[config.mk]
export PLATFORM = sky130hd
export DESIGN_NAME = gpio_loopback_sequencer
export DESIGN_NICKNAME = d
export VERILOG_FILES = /design/src/rtl/gpio_loopback_sequencer.sv
export SDC_FILE = /design/constraint.sdc
export NUM_CORES = 1
export LEC_CHECK = 0
export ABC_AREA = 1
export ABC_CLOCK_PERIOD_IN_PS = 3500
export BUFFER_PORTS_ARGS = -buffer_cell sky130_fd_sc_hd__buf_4
export CAP_MARGIN = 20
export CORE_MARGIN = 2
export CORE_UTILIZATION = 40
export CTS_BUF_LIST = sky130_fd_sc_hd__clkbuf_8
export CTS_CLUSTER_SIZE = 10
export DETAILED_ROUTE_END_ITERATION = 12
export GPL_TIMING_DRIVEN = 0
export SLEW_MARGIN = 0
export SYNTH_ARGS = -nofsm -noshare
export SYNTH_HDL_FRONTEND = slang
export SYNTH_SLANG_ARGS = --single-unit
[constraint.sdc]
create_clock -name clk -period 3.5 [get_ports clk]
set_input_delay 0.35 -clock clk [delete_from_list [all_inputs] [get_ports clk]]
set_output_delay 0.35 -clock clk [all_outputs]
set_load 0.1 [all_outputs]
[src/rtl/gpio_loopback_sequencer.sv]
// Drives test vectors onto the 17-bit GPIO loopback, schedules parity-flip injection and scores returns.
// Optional LB_LFSR_EN: LFSR pattern source instead of the walking-one pattern.
module gpio_loopback_sequencer #(
    parameter int LATENCY    = 1,
    parameter int CNT_W      = 8,
    parameter bit PARITY_ODD = 1'b0
) (
    input  logic             clk,
    input  logic             reset_n,
    input  logic             start,
    input  logic [CNT_W-1:0] num_vec,
    input  logic             inj_en,
    input  logic [CNT_W-1:0] inj_idx,
    input  logic [16:0]      GPIO_IN,
    output logic [16:0]      GPIO_OUT,
    output logic             error,
    output logic             busy,
    output logic             done,
    output logic             pass,
    output logic [CNT_W-1:0] fail_cnt,
    output logic [CNT_W-1:0] par_fail_cnt,
    output logic [CNT_W-1:0] first_fail_idx
);

    localparam int LAT_W = (LATENCY > 1) ? $clog2(LATENCY) : 1;
    localparam logic [CNT_W-1:0] CNT_MAX = '1;

    typedef enum logic [2:0] {S_IDLE, S_DRIVE, S_WAIT, S_CHECK, S_DONE} state_t;

`ifdef LB_LFSR_EN
    localparam logic [15:0] SEED = 16'hACE1;
    function automatic logic [15:0] next_pat(input logic [15:0] p);
        return {p[14:0], p[15] ^ p[13] ^ p[12] ^ p[10]};
    endfunction
`else
    localparam logic [15:0] SEED = 16'h0001;
    function automatic logic [15:0] next_pat(input logic [15:0] p);
        return {p[14:0], p[15]};
    endfunction
`endif

    function automatic logic par(input logic [15:0] d);
        return PARITY_ODD ? ~^d : ^d;
    endfunction

    state_t           state_q, state_d;
    logic [16:0]      gpio_q, gpio_d;
    logic             error_q, error_d;
    logic             busy_q, busy_d;
    logic             done_q, done_d;
    logic             pass_q, pass_d;
    logic [CNT_W-1:0] fail_q, fail_d;
    logic [CNT_W-1:0] pfail_q, pfail_d;
    logic [CNT_W-1:0] first_q, first_d;
    logic [CNT_W-1:0] nvec_q, nvec_d;
    logic             inj_en_q, inj_en_d;
    logic [CNT_W-1:0] inj_idx_q, inj_idx_d;
    logic [CNT_W-1:0] vec_idx_q, vec_idx_d;
    logic [15:0]      pat_q, pat_d;
    logic [LAT_W-1:0] wait_q, wait_d;
    logic             data_bad, par_bad;

    always_ff @(posedge clk or negedge reset_n) begin
        if (!reset_n) begin
            state_q   <= S_IDLE;
            gpio_q    <= '0;
            error_q   <= 1'b0;
            busy_q    <= 1'b0;
            done_q    <= 1'b0;
            pass_q    <= 1'b0;
            fail_q    <= '0;
            pfail_q   <= '0;
            first_q   <= '1;
            nvec_q    <= '0;
            inj_en_q  <= 1'b0;
            inj_idx_q <= '0;
            vec_idx_q <= '0;
            pat_q     <= SEED;
            wait_q    <= '0;
        end else begin
            state_q   <= state_d;
            gpio_q    <= gpio_d;
            error_q   <= error_d;
            busy_q    <= busy_d;
            done_q    <= done_d;
            pass_q    <= pass_d;
            fail_q    <= fail_d;
            pfail_q   <= pfail_d;
            first_q   <= first_d;
            nvec_q    <= nvec_d;
            inj_en_q  <= inj_en_d;
            inj_idx_q <= inj_idx_d;
            vec_idx_q <= vec_idx_d;
            pat_q     <= pat_d;
            wait_q    <= wait_d;
        end
    end

    assign data_bad = (GPIO_IN[15:0] != pat_q);
    assign par_bad  = (GPIO_IN[16] != par(GPIO_IN[15:0]));

    always_comb begin
        state_d   = state_q;
        gpio_d    = gpio_q;
        error_d   = error_q;
        busy_d    = busy_q;
        done_d    = done_q;
        pass_d    = pass_q;
        fail_d    = fail_q;
        pfail_d   = pfail_q;
        first_d   = first_q;
        nvec_d    = nvec_q;
        inj_en_d  = inj_en_q;
        inj_idx_d = inj_idx_q;
        vec_idx_d = vec_idx_q;
        pat_d     = pat_q;
        wait_d    = wait_q;
        unique case (state_q)
            S_IDLE: begin
                if (start) begin
                    nvec_d    = num_vec;
                    inj_en_d  = inj_en;
                    inj_idx_d = inj_idx;
                    fail_d    = '0;
                    pfail_d   = '0;
                    first_d   = '1;
                    vec_idx_d = '0;
                    pat_d     = SEED;
                    done_d    = 1'b0;
                    pass_d    = 1'b0;
                    busy_d    = 1'b1;
                    state_d   = (num_vec == '0) ? S_DONE : S_DRIVE;
                end
            end
            S_DRIVE: begin
                gpio_d  = {par(pat_q), pat_q};
                error_d = inj_en_q && (vec_idx_q == inj_idx_q);
                wait_d  = '0;
                state_d = S_WAIT;
            end
            S_WAIT: begin
                if (wait_q == LAT_W'(LATENCY - 1)) state_d = S_CHECK;
                else                               wait_d  = wait_q + LAT_W'(1);
            end
            S_CHECK: begin
                // fail_q==0 doubles as "no failure seen yet" since the counter saturates, never wraps
                if (data_bad || par_bad) begin
                    if (fail_q != CNT_MAX) fail_d = fail_q + CNT_W'(1);
                    if (par_bad && !data_bad && pfail_q != CNT_MAX) pfail_d = pfail_q + CNT_W'(1);
                    if (fail_q == '0) first_d = vec_idx_q;
                end
                vec_idx_d = vec_idx_q + CNT_W'(1);
                pat_d     = next_pat(pat_q);
                state_d   = (vec_idx_q == nvec_q - CNT_W'(1)) ? S_DONE : S_DRIVE;
            end
            S_DONE: begin
                error_d = 1'b0;
                busy_d  = 1'b0;
                done_d  = 1'b1;
                pass_d  = (fail_q == '0);
                state_d = S_IDLE;
            end
            default: state_d = S_IDLE;
        endcase
    end

    assign GPIO_OUT       = gpio_q;
    assign error          = error_q;
    assign busy           = busy_q;
    assign done           = done_q;
    assign pass           = pass_q;
    assign fail_cnt       = fail_q;
    assign par_fail_cnt   = pfail_q;
    assign first_fail_idx = first_q;

endmodule
==> results of run 1 <==
[metal layers]
| metal | vias up | wire (um) |
|---|---|---|
| met2 | 79 | 5800 |
| met1 | 2067 | 5430 |
| met5 | - | 0 |
| met3 | 12 | 491 |
| met4 | 0 | 165 |
| li1 | 2246 | - |
[synthesized netlist by cell type (3+ instances only)]
cell      instances  share of area
nor2_1           46          0.034
xnor2_1          22          0.038
o21ai_0          38          0.038
o21ai_1           3         0.0030
nand4_1           8         0.0099
nand3_1          30          0.030
inv_2            15          0.011
a21oi_1           4         0.0040
nor2_4            3         0.0067
dfstp_2           9          0.047
nand2_2           8         0.0099
o22ai_1          19          0.023
inv_1            62          0.046
dfrtp_1          80           0.40
nand2_1         221           0.16
nor3_1            6         0.0059
xor2_1           27          0.047
ha_1              5          0.012
nand3_2          13          0.026
clkbuf_1         10         0.0074
[placed cells by master, fill, tap and decap left out, types with 2 or more instances in the layout]
cell / netlist / layout
a21oi_1: 4 / 4
nand2_1: 221 / 221
nand3_1: 30 / 30
o21ai_0: 38 / 38
nor4_1: 2 / 2
o21ai_1: 3 / 3
nor2_1: 46 / 46
clkbuf_1: 10 / 10
nor3_1: 6 / 6
clkbuf_8: 0 / 11
nand3_2: 13 / 13
inv_2: 15 / 15
nand2_4: 2 / 2
inv_1: 62 / 65
o22ai_1: 19 / 19
nand3_4: 2 / 2
dfstp_2: 9 / 9
ha_1: 5 / 5
nand4_1: 8 / 8
nand2_2: 8 / 8
nor2_4: 3 / 3
xnor2_1: 22 / 22
dfrtp_1: 80 / 80
buf_2: 2 / 2
xor2_1: 27 / 27
buf_4: 0 / 81
[kinds of logic after synthesis]
family,share of synthesized area
AND/OR/NAND/NOR,0.312
buffers and inverters,0.0712
flip-flops,0.442
AO/OA/AOI/OAI,0.0772
XOR/XNOR,0.0848
adder cells (fa/ha/maj),0.0124
[registers in the layout, indices dropped and copies added, names as in the netlist]
register        cells
inj_idx_q           8
GPIO_OUT           17
first_fail_idx      8
state_q             3
done                1
inj_en_q            1
pat_q              16
error               1
pass                1
busy                1
fail_cnt            8
nvec_q              8
vec_idx_q           8
par_fail_cnt        8
[worst min path at each step]
| stage | from | endpoint | slack (ns) | cells past startpoint |
|---|---|---|---|---|
| floorplan | reset_n | GPIO_OUT[0]$_DFFE_PN0N_ | 0.05 | 0 |
| global placement | first_fail_idx[4]$_DFFE_PN1P_ | first_fail_idx[4]$_DFFE_PN1P_ | 0.46 | 2 |
| detailed placement | first_fail_idx[2]$_DFFE_PN1P_ | first_fail_idx[2]$_DFFE_PN1P_ | 0.46 | 2 |
| CTS | inj_idx[6] | inj_idx_q[6]$_DFFE_PN0P_ | 0.16 | 3 |
| global route | inj_idx[2] | inj_idx_q[2]$_DFFE_PN0P_ | 0.18 | 3 |
| finish | inj_idx[6] | inj_idx_q[6]$_DFFE_PN0P_ | 0.18 | 3 |
[stage by stage]
stage	hold WS [ns]	cells	util	area (um^2)
after floorplan	0.0544	650	-	5060
after global placement	0.456	903	0.472	5880
after detailed placement	0.457	903	0.472	5880
after CTS	0.157	919	0.486	6060
after global routing	0.176	921	0.489	6100
final	0.180	921	0.489	6100
[layout make-up]
cell class	instances	area (um^2)	share of cell area
repair buffers	83	646	0.106
plain buffers	14	71.3	0.0117
clock inverters	5	23.8	0.00390
clock buffers	11	151	0.0248
multi-input cells	470	2460	0.404
well taps	172	215	0.0353
inverters	77	289	0.0474
flip-flops and latches	89	2240	0.367
[worst max-delay path: cells and delay by family, from the launching register on]
kind / cells / cell delay [ns]
AO/OA/AOI/OAI: 1 / 0.09
buffers and inverters: 2 / 0.40
AND/OR/NAND/NOR: 5 / 0.94
flip-flops: 1 / 0.42
[power by group]
part           switching, W  internal, W
clock network      0.000352     0.000289
logic             0.0000952    0.0000642
registers       0.000000803      0.00103
[timing repair]
| item | in CTS | in global routing |
|---|---|---|
| setup buffers | 0 | 0 |
| hold buffers | 0 | 1 |
| hold endpoints to repair | 0 | 19 |
==> flow_summary.json, run 1 <==
{
  "unrepaired_setup_endpoints_after_global_routing": "false",
  "mappedNetlistNets": 692,
  "r2r_cells": 8,
  "critPathArrivalTime_ns": 2.21,
  "detailroute.via_count": 4404,
  "detailedPlace.worstSlack_ns": 1.53,
  "ys_types": 37,
  "globalRoute.totalOverflow": 0,
  "crit_end_element": "register",
  "number_of_nets_with_antenna_violations_after_detailed_routing": 0,
  "cts_repair_resize_count": 0,
  "die-width_um": 116,
  "synth_edf_count": 0,
  "tritoncts": "done",
  "grt_max_degree": 90,
  "clkLatencyLatePin_ns": 0.36,
  "timing.setup.critical_path_class": "reg -> reg",
  "result_of_the_run": "finished clean",
  "io-pin-count": 82,
  "use_met1": 0.254,
  "floorplan.die_area_um2": 13600,
  "globalplace.congestion": 0.861,
  "cts_buffers": 9,
  "initial_core_utilization": 0.406,
  "clock_skew_ns": 0.0128,
  "total_power_w": 0.00183,
  "postSynthCellCount": 650,
  "chipHeight_um": 116,
  "timing.fmax_ghz": 0.513,
  "setup.worst_path.end": "fail_cnt[2]$_DFFE_PN0P_",
  "clk_transition_reported_paths_ns": 0.09,
  "viasPerCell": 4.78,
  "totalWireLength_mm": 11.9,
  "post-dp-hpwl_mm": 9.09,
  "ys_seq_elements": 89,
  "crit-reg2reg-launch": "state_q[2]$_DFFE_PN0P_",
  "routed_wire_length_per_instance_um": 12.9,
  "grtUsageMet3": 0.0311,
  "detailedRoute.firstPassIterationCount": 4,
  "postSynth.asyncResetShare": 1.00,
  "finalWorstSetupSlack_ns": 1.55,
  "finalCritPeriodShare": 0.557,
  "powerDensity_nw_per_um2": 300,
  "initial_antenna_violation_count": 0,
  "max-clock-path-buffers": 2,
  "post_synth_instance_area_um2": 5060,
  "grt_pass1_vias": 4136,
  "timing.final.setup_violations": 0,
  "timing.max_slew.rel_slack": 0.634,
  "critical_path.startpoint": "state_q[2]$_DFFE_PN0P_",
  "cp-start-kind": "register",
  "clkSinkCount": 89,
  "report.final.hold_viol_count": 0,
  "worst_hold_path_type": "in -> reg",
  "drc_errors": 0,
  "std_cell_rows": 41,
  "fillerInstances": 1244,
  "rr_endpoint": "fail_cnt[2]$_DFFE_PN0P_",
  "path_max_fanout": 10,
  "synth_seq_area_share": 0.442,
  "cp_common_cell": "nand2_1",
  "grt_pass1_wl_mm": 19.9,
  "detail_route.iter0.violations": 229,
  "final_nets": 786,
  "worstPathRequired_ns": 3.76,
  "worst_path_cell_with_the_longest_stage_delay": "dfrtp_1",
  "worstPathCellList": "inv_2 -> nand3_2 -> inv_2 -> o21ai_1 -> nand2_1 -> nand2_2 -> nand2_1 -> nand2_1",
  "root_buffer": "clkbuf_8",
  "worst_path_largest_cell_delay_ns": 0.42,
  "io_buffers": 81,
  "cap_violations": 0,
  "period_minus_slack_ns": 1.95,
  "tightestPinTransition_ns": 0.549,
  "global_route_usage_over_all_layers": 0.188,
  "n_antenna_cell": 0,
  "final-max-slew-violation-count": 0,
  "top_usage_layer": "met2",
  "synth_ff_type": "dfrtp_1",
  "grt_use_met2": 0.313,
  "synthToLayoutAreaGrowth_pct": 20.5,
  "setup-tns-final_ns": 0,
  "cts_htree_levels": 3,
  "synth_area_per_cell_um2": 7.78,
  "core_area_um2": 12500,
  "yosys_warnings": 0,
  "layout-drive-gt1-share": 0.206,
  "regToRegSetupSlack_ns": 1.55,
  "static-leakage-power_nw": 3.08,
  "vdd_drop_max_mv": 0.139
}
Note: power is estimated with default switching activity, not from simulation.
==> run 2, diff against run 1 <==
ABC_AREA = 0   (was 1)
ABC_CLOCK_PERIOD_IN_PS = 2000   (was 3500)
clock period = 2 ns   (was 3.5 ns; I/O delays follow)
==> run 2 against run 1 <==
Net effect:
- global-route usage is 0.24 points lower
- wire length is 5.8% lower
- first-iteration DRC count is 10% lower
- cell area hardly changed
- the run now ends with setup timing left
- flip-flop and latch count stayed put
- area after synthesis is 8.2% lower
- synthesized cell count is 30% lower
- utilization is 4.7 points higher
- largest cell class unchanged
- highest routed layer unchanged
- worst hold slack worse by 0.16 ns
==> flow_summary.json, run 2 <==
{
  "synth.most_common_cell": "dfrtp_1",
  "fillerInstances": 1053,
  "finalWorstSetupSlack_ns": -0.161,
  "detailedPlace.worstSlack_ns": -0.446,
  "final_nets": 606,
  "synth_top_cells_by_count": "80 x dfrtp_1, 64 x nand2_1, 49 x xnor2_1, 31 x nor2_1, 22 x o21ai_0",
  "period_minus_slack_ns": 2.16,
  "synth_area_per_cell_um2": 10.3,
  "largest_register_ffs": 17,
  "worst_hold_path_type": "in -> reg",
  "timing.max_slew.rel_slack": 0.597,
  "grt_pass1_vias": 3662,
  "post_synth_instance_area_um2": 4640,
  "ff_latch_area_um2": 2270,
  "timing.fmax_ghz": 0.463,
  "tightestPinTransition_ns": 0.604,
  "global_route_usage_over_all_layers": 0.186,
  "routed_wire_length_per_instance_um": 15.7,
  "root_buffer": "clkbuf_8",
  "postSynth.asyncResetShare": 1.00,
  "core_area_um2": 11400,
  "synth_edf_count": 0,
  "globalplace.congestion": 0.787,
  "vdd_drop_max_mv": 0.988,
  "crit_end_element": "register",
  "mostFrequentLayoutCells": "99 x buf_4, 62 x dfrtp_1, 61 x nand2_1",
  "result_of_the_run": "finished with violations",
  "synthToLayoutAreaGrowth_pct": 31.2,
  "dpl-instance-area_um2": 5510,
  "viasPerCell": 5.11,
  "die-width_um": 112,
  "path_max_fanout": 9,
  "clock_skew_ns": 0.0104,
  "cts_htree_levels": 3,
  "cp-start-kind": "register",
  "synth_seq_area_share": 0.482,
  "drc_errors": 0,
  "initial_core_utilization": 0.408,
  "io_buffers": 81,
  "report.final.hold_viol_count": 0,
  "clk_transition_reported_paths_ns": 0.09,
  "critPathArrivalTime_ns": 2.43,
  "post-synth-top-area-fraction": 0.431,
  "failed_checks": "setup timing",
  "total_power_w": 0.0103,
  "n_antenna_cell": 0,
  "finalCritPeriodShare": 1.08,
  "static-leakage-power_nw": 2.84,
  "std_cell_rows": 39,
  "globalRoute.totalOverflow": 0,
  "clkLatencyLatePin_ns": 0.37,
  "yosys-top-cells-area": "dfrtp_1 43%, xnor2_1 9.2%, nand2_1 5.2%, dfstp_2 5.1%, mux2_2 4.4%",
  "cts_buffers": 9,
  "post-dp-hpwl_mm": 7.89,
  "initial_antenna_violation_count": 0,
  "synth_ff_type": "dfrtp_1",
  "tritoncts": "done",
  "multiInputGateArea_um2": 2410,
  "final-max-slew-violation-count": 0,
  "powerDensity_nw_per_um2": 1700,
  "detailroute.via_count": 3635,
  "mostFrequentLayoutCell": "buf_4",
  "timing.final.setup_violations": 18,
  "detailedRoute.firstPassIterationCount": 4,
  "synth_largest_area_cell": "dfrtp_1",
  "detail_route.iter0.violations": 206,
  "chipHeight_um": 112,
  "yosys_warnings": 0,
  "mappedNetlistNets": 494,
  "ys_types": 48,
  "grt_max_degree": 46,
  "postSynthCellCount": 452,
  "timing.setup.critical_path_class": "reg -> reg",
  "ys_seq_elements": 89,
  "setup-tns-final_ns": -1.77,
  "number_of_nets_with_antenna_violations_after_detailed_routing": 0,
  "layout-drive-gt1-share": 0.369,
  "grt_pass1_wl_mm": 18.6,
  "worstPathRequired_ns": 2.27,
  "clkSinkCount": 89,
  "floorplan.die_area_um2": 12500,
  "cap_violations": 0,
  "final_cell_area_um2": 6090,
  "totalWireLength_mm": 11.2,
  "io-pin-count": 82,
  "unrepaired_setup_endpoints_after_global_routing": "true",
  "max-clock-path-buffers": 2
}
==> run 2: changes by cell type in the layout (fill, tap and decap cells not counted), moves of 13 or more <==
cell	delta
buf_4	+18
a22o_1	+16
dfrtp_2	+16
o21ai_0	-19
inv_2	-14
nor2_1	-16
nand2_1	-160
nand3_1	-16
dfrtp_1	-18
inv_1	-51
o22ai_1	-18
nand3_2	-13
mux2_2	+17
xnor2_1	+22
==> run 2: final timing paths <==
check | from | endpoint | slack (ns) | depth (start not counted)
hold / removal | inj_idx[4] | inj_idx_q[4]$_DFFE_PN0P_ | 0.02 | 3
min in group asynchronous | reset_n | pat_q[15]$_DFFE_PN0P_ | 0.38 | 2
max in group asynchronous | reset_n | first_fail_idx[7]$_DFFE_PN1P_ | 0.95 | 3
setup / recovery | state_q[2]$_DFFE_PN0P_ | par_fail_cnt[4]$_DFFE_PN0P_ | -0.16 | 7
setup reg to reg | state_q[2]$_DFFE_PN0P_ | par_fail_cnt[4]$_DFFE_PN0P_ | -0.16 | 7
hold reg to reg | first_fail_idx[5]$_DFFE_PN1P_ | first_fail_idx[5]$_DFFE_PN1P_ | 0.47 | 2
==> run 2: repair_timing <==
item	CTS	global route
endpoints found under the setup margin	52	54
setup buffers	14	9
gates resized for setup	16	28
pin swaps	15	11
hold endpoints to repair	39	0
hold buffers	2	0
==> run 2: power breakdown <==
part | total, W | leakage, nW | switching, W | internal [W]
Sequential | 0.00304 | 1.13 | 0.000600 | 0.00244
Clock | 0.00152 | 0.124 | 0.000662 | 0.000858
Combinational | 0.00577 | 1.59 | 0.00360 | 0.00217
Total | 0.0103 | 2.84 | 0.00486 | 0.00547
==> run 2: metal layers <==
layer | up-vias | wire [um] | share of wire | track usage
met5 | - | 0 | 0 | 0
met4 | 0 | 157 | 0.014 | 0.0667
met3 | 11 | 362 | 0.032 | 0.0327
met2 | 67 | 5400 | 0.48 | 0.290
met1 | 1792 | 5270 | 0.47 | 0.261
li1 | 1765 | - | - | -
==> run 2: metrics by stage <==
step	instances	utilization	hold slack [ns]
final	712	0.536	0.0184
after global routing	712	0.536	0.0285
after CTS	706	0.522	0.00829
after global placement	676	0.483	0.396
after detailed placement	677	0.485	0.257
after floorplan	452	-	-0.0956
==> run 2: cells by family (layout without fill, tap and decap cells) <==
| kind of cell | Yosys count | count (layout) | share of synthesized area |
|---|---|---|---|
| buf+inv | 37 | 154 | 0.0334 |
| xor+xnor | 70 | 70 | 0.141 |
| mux | 28 | 28 | 0.0652 |
| simple gates | 159 | 159 | 0.173 |
| flops | 89 | 89 | 0.482 |
| fa+ha+maj | 6 | 6 | 0.0156 |
| compound gates | 63 | 63 | 0.0897 |
==> run 2: layout make-up <==
cell class / instances / share of cell area
multi-input cells: 326 / 0.396
flip-flops and latches: 89 / 0.372
repair buffers: 106 / 0.139
well taps: 143 / 0.0294
clock buffers: 10 / 0.0226
clock inverters: 6 / 0.0175
plain buffers: 17 / 0.0146
inverters: 15 / 0.00965
==> run 2: critical path, stage by stage, from the launching register on <==
cell and delay [ns]:
dfrtp_2 0.47, or2_4 0.29, nor4_4 0.27, nand4_4 0.21, buf_6 0.19, nor3b_4 0.29, a21oi_1 0.11, a31o_2 0.22
==> run 3, diff against run 2 <==
ABC_CLOCK_PERIOD_IN_PS = 2050   (was 2000)
clock period = 2.05 ns   (was 2 ns; I/O delays follow)
==> run 3 against run 2 <==
Net effect:
- the flow still finishes with violations (setup timing)
- setup slack gained 0.071 ns
- wire length shrank 0.83%
- die area is the same
- worst hold slack is essentially flat
- combinational power shrank 2%
- non-clock buffer count grew 7
- cell count grew 0.98%
- register-to-register slack gained 0.07 ns
- largest power group unchanged
- highest routed layer unchanged
==> flow_summary.json, run 3 (synthesized netlist as in run 2, its figures left out) <==
{
  "post-dp-hpwl_mm": 7.87,
  "drc_errors": 0,
  "largest_register_ffs": 17,
  "number_of_nets_with_antenna_violations_after_detailed_routing": 0,
  "chipHeight_um": 112,
  "switching_share_of_power": 0.474,
  "global_route_usage_over_all_layers": 0.183,
  "crit_end_element": "register",
  "p_int_w": 0.00527,
  "detail_route.iter0.violations": 211,
  "path_max_fanout": 7,
  "grt_pass1_vias": 3683,
  "result_of_the_run": "finished with violations",
  "std_cell_rows": 39,
  "detailedRoute.firstPassIterationCount": 4,
  "synthToLayoutAreaGrowth_pct": 31.6,
  "globalplace.congestion": 0.845,
  "total_power_w": 0.0100,
  "failed_checks": "setup timing",
  "finalWorstSetupSlack_ns": -0.0906,
  "final_util": 0.537,
  "worst_path_cell_with_the_longest_stage_delay": "dfrtp_4",
  "mostFrequentLayoutCells": "104 x buf_4, 62 x nand2_1, 58 x dfrtp_1",
  "io_buffers": 81,
  "cap_violations": 0,
  "max-clock-path-buffers": 2,
  "p_seq_frac": 0.293,
  "tritoncts": "done",
  "cts_buffers": 9,
  "worstPathRequired_ns": 2.34,
  "routed_wire_length_per_instance_um": 15.4,
  "timing.fmax_ghz": 0.467,
  "combinationalPowerShare": 0.567,
  "viasPerCell": 5.11,
  "mostFrequentLayoutCell": "buf_4",
  "cp-start-kind": "register",
  "globalRoute.totalOverflow": 0,
  "worstPathCellList": "inv_4 -> ha_4 -> or4b_4 -> nor4_4 -> a21oi_2 -> nor2_4 -> buf_12 -> mux2i_2",
  "bufs_and_invs_on_worst_path": 2,
  "tightestPinTransition_ns": 0.533,
  "final_nets": 613,
  "power.net_switching_w": 0.00474,
  "io-pin-count": 82,
  "clkLatencyLatePin_ns": 0.37,
  "powerDensity_nw_per_um2": 1640,
  "report.final.hold_viol_count": 0,
  "timing.final.setup_violations": 16,
  "layout-drive-gt1-share": 0.378,
  "grt_max_degree": 57,
  "core_area_um2": 11400,
  "worst_hold_path_type": "in -> reg",
  "clock_skew_ns": 0.0100,
  "unrepaired_setup_endpoints_after_global_routing": "true",
  "timing.setup.critical_path_class": "reg -> reg",
  "static-leakage-power_nw": 2.86,
  "critPathArrivalTime_ns": 2.43,
  "critPathTopFamily": "simple AND/OR/NAND/NOR gates",
  "period_minus_slack_ns": 2.14,
  "grt_pass1_wl_mm": 18.3,
  "die-width_um": 112,
  "clkSinkCount": 89,
  "clk_transition_reported_paths_ns": 0.09,
  "root_buffer": "clkbuf_8",
  "totalWireLength_mm": 11.1,
  "clock_power_share": 0.140,
  "initial_antenna_violation_count": 0,
  "initial_core_utilization": 0.408,
  "floorplan.die_area_um2": 12500,
  "timing.max_slew.rel_slack": 0.641,
  "worst_path_largest_cell_delay_ns": 0.51,
  "setup-tns-final_ns": -0.706,
  "final-max-slew-violation-count": 0,
  "n_antenna_cell": 0,
  "detailroute.via_count": 3675,
  "finalCritPeriodShare": 1.04,
  "vdd_drop_max_mv": 0.926,
  "cts_htree_levels": 3
}
run 3: cell types whose count changed in the layout (fill, tap and decap cells not counted), sizes merged:
cell,previous run,this run
dlygate4sd3,2,1
bufinv,3,2
buf,107,114
clkinv,1,2
clkbuf,24,25
run 3: final timing paths:
check	slack [ns]	from	cells after the start	endpoint
min	0.02	inj_idx[5]	3	inj_idx_q[5]$_DFFE_PN0P_
max reg2reg	-0.09	fail_cnt[1]$_DFFE_PN0P_	8	first_fail_idx[6]$_DFFE_PN1P_
min in group asynchronous	0.33	reset_n	2	inj_idx_q[5]$_DFFE_PN0P_
max in group asynchronous	1.03	reset_n	3	pat_q[0]$_DFFE_PN1P_
max	-0.09	fail_cnt[1]$_DFFE_PN0P_	8	first_fail_idx[6]$_DFFE_PN1P_
min reg2reg	0.47	first_fail_idx[1]$_DFFE_PN1P_	2	first_fail_idx[1]$_DFFE_PN1P_
run 3: cell type report:
class | instances | area (um^2)
inverters | 15 | 58.8
fillers | 1034 | 5260
multi-input cells | 326 | 2390
well taps | 143 | 179
repair buffers | 112 | 888
clock buffers | 10 | 138
plain buffers | 18 | 92.6
clock inverters | 6 | 90.1
flip-flops and latches | 89 | 2270
run 3: repair_timing:
action / 4_1_cts / 5_1_grt
resized for setup: 12 / 32
endpoints found under the setup margin: 36 / 63
setup buffers: 11 / 17
hold endpoints to repair: 28 / 0
cloned: 0 / 1
hold buffers: 1 / 0
pin swaps: 14 / 19
run 3: per-stage QoR:
step	cell area, um^2	setup WS (ns)	hold slack, ns	std cells
floorplan	4700	-0.200	-0.0906	452
global placement	5490	-0.400	0.399	676
detailed placement	5510	-0.434	0.200	677
CTS	5880	-0.0984	0.00829	702
global route	6110	-0.164	0.0265	719
finish	6110	-0.0906	0.0186	719
run 3: routing by layer:
metal,GRT usage,wire (um),vias to the layer above,share of wire
li1,-,-,1784,-
met1,0.254,5230,1810,0.47
met2,0.293,5280,71,0.48
met3,0.0289,435,10,0.039
met4,0.0634,154,0,0.014
met5,0,0,-,0
run 3: tightest hold or removal path, delay by kind of cell:
kind / cells / cell delay, ns
AND/OR/NAND/NOR: 2 / 0.08
buffers and inverters: 1 / 0.07
run 3: power groups by stage:
stage	logic (W)	clock network (W)	registers, W
2_1_floorplan	0.00257	0	0.00446
3_3_place_gp	0.00515	0	0.00296
3_5_place_dp	0.00522	0	0.00297
4_1_cts	0.00544	0.00142	0.00294
5_1_grt	0.00608	0.00150	0.00302
6_report	0.00567	0.00140	0.00293
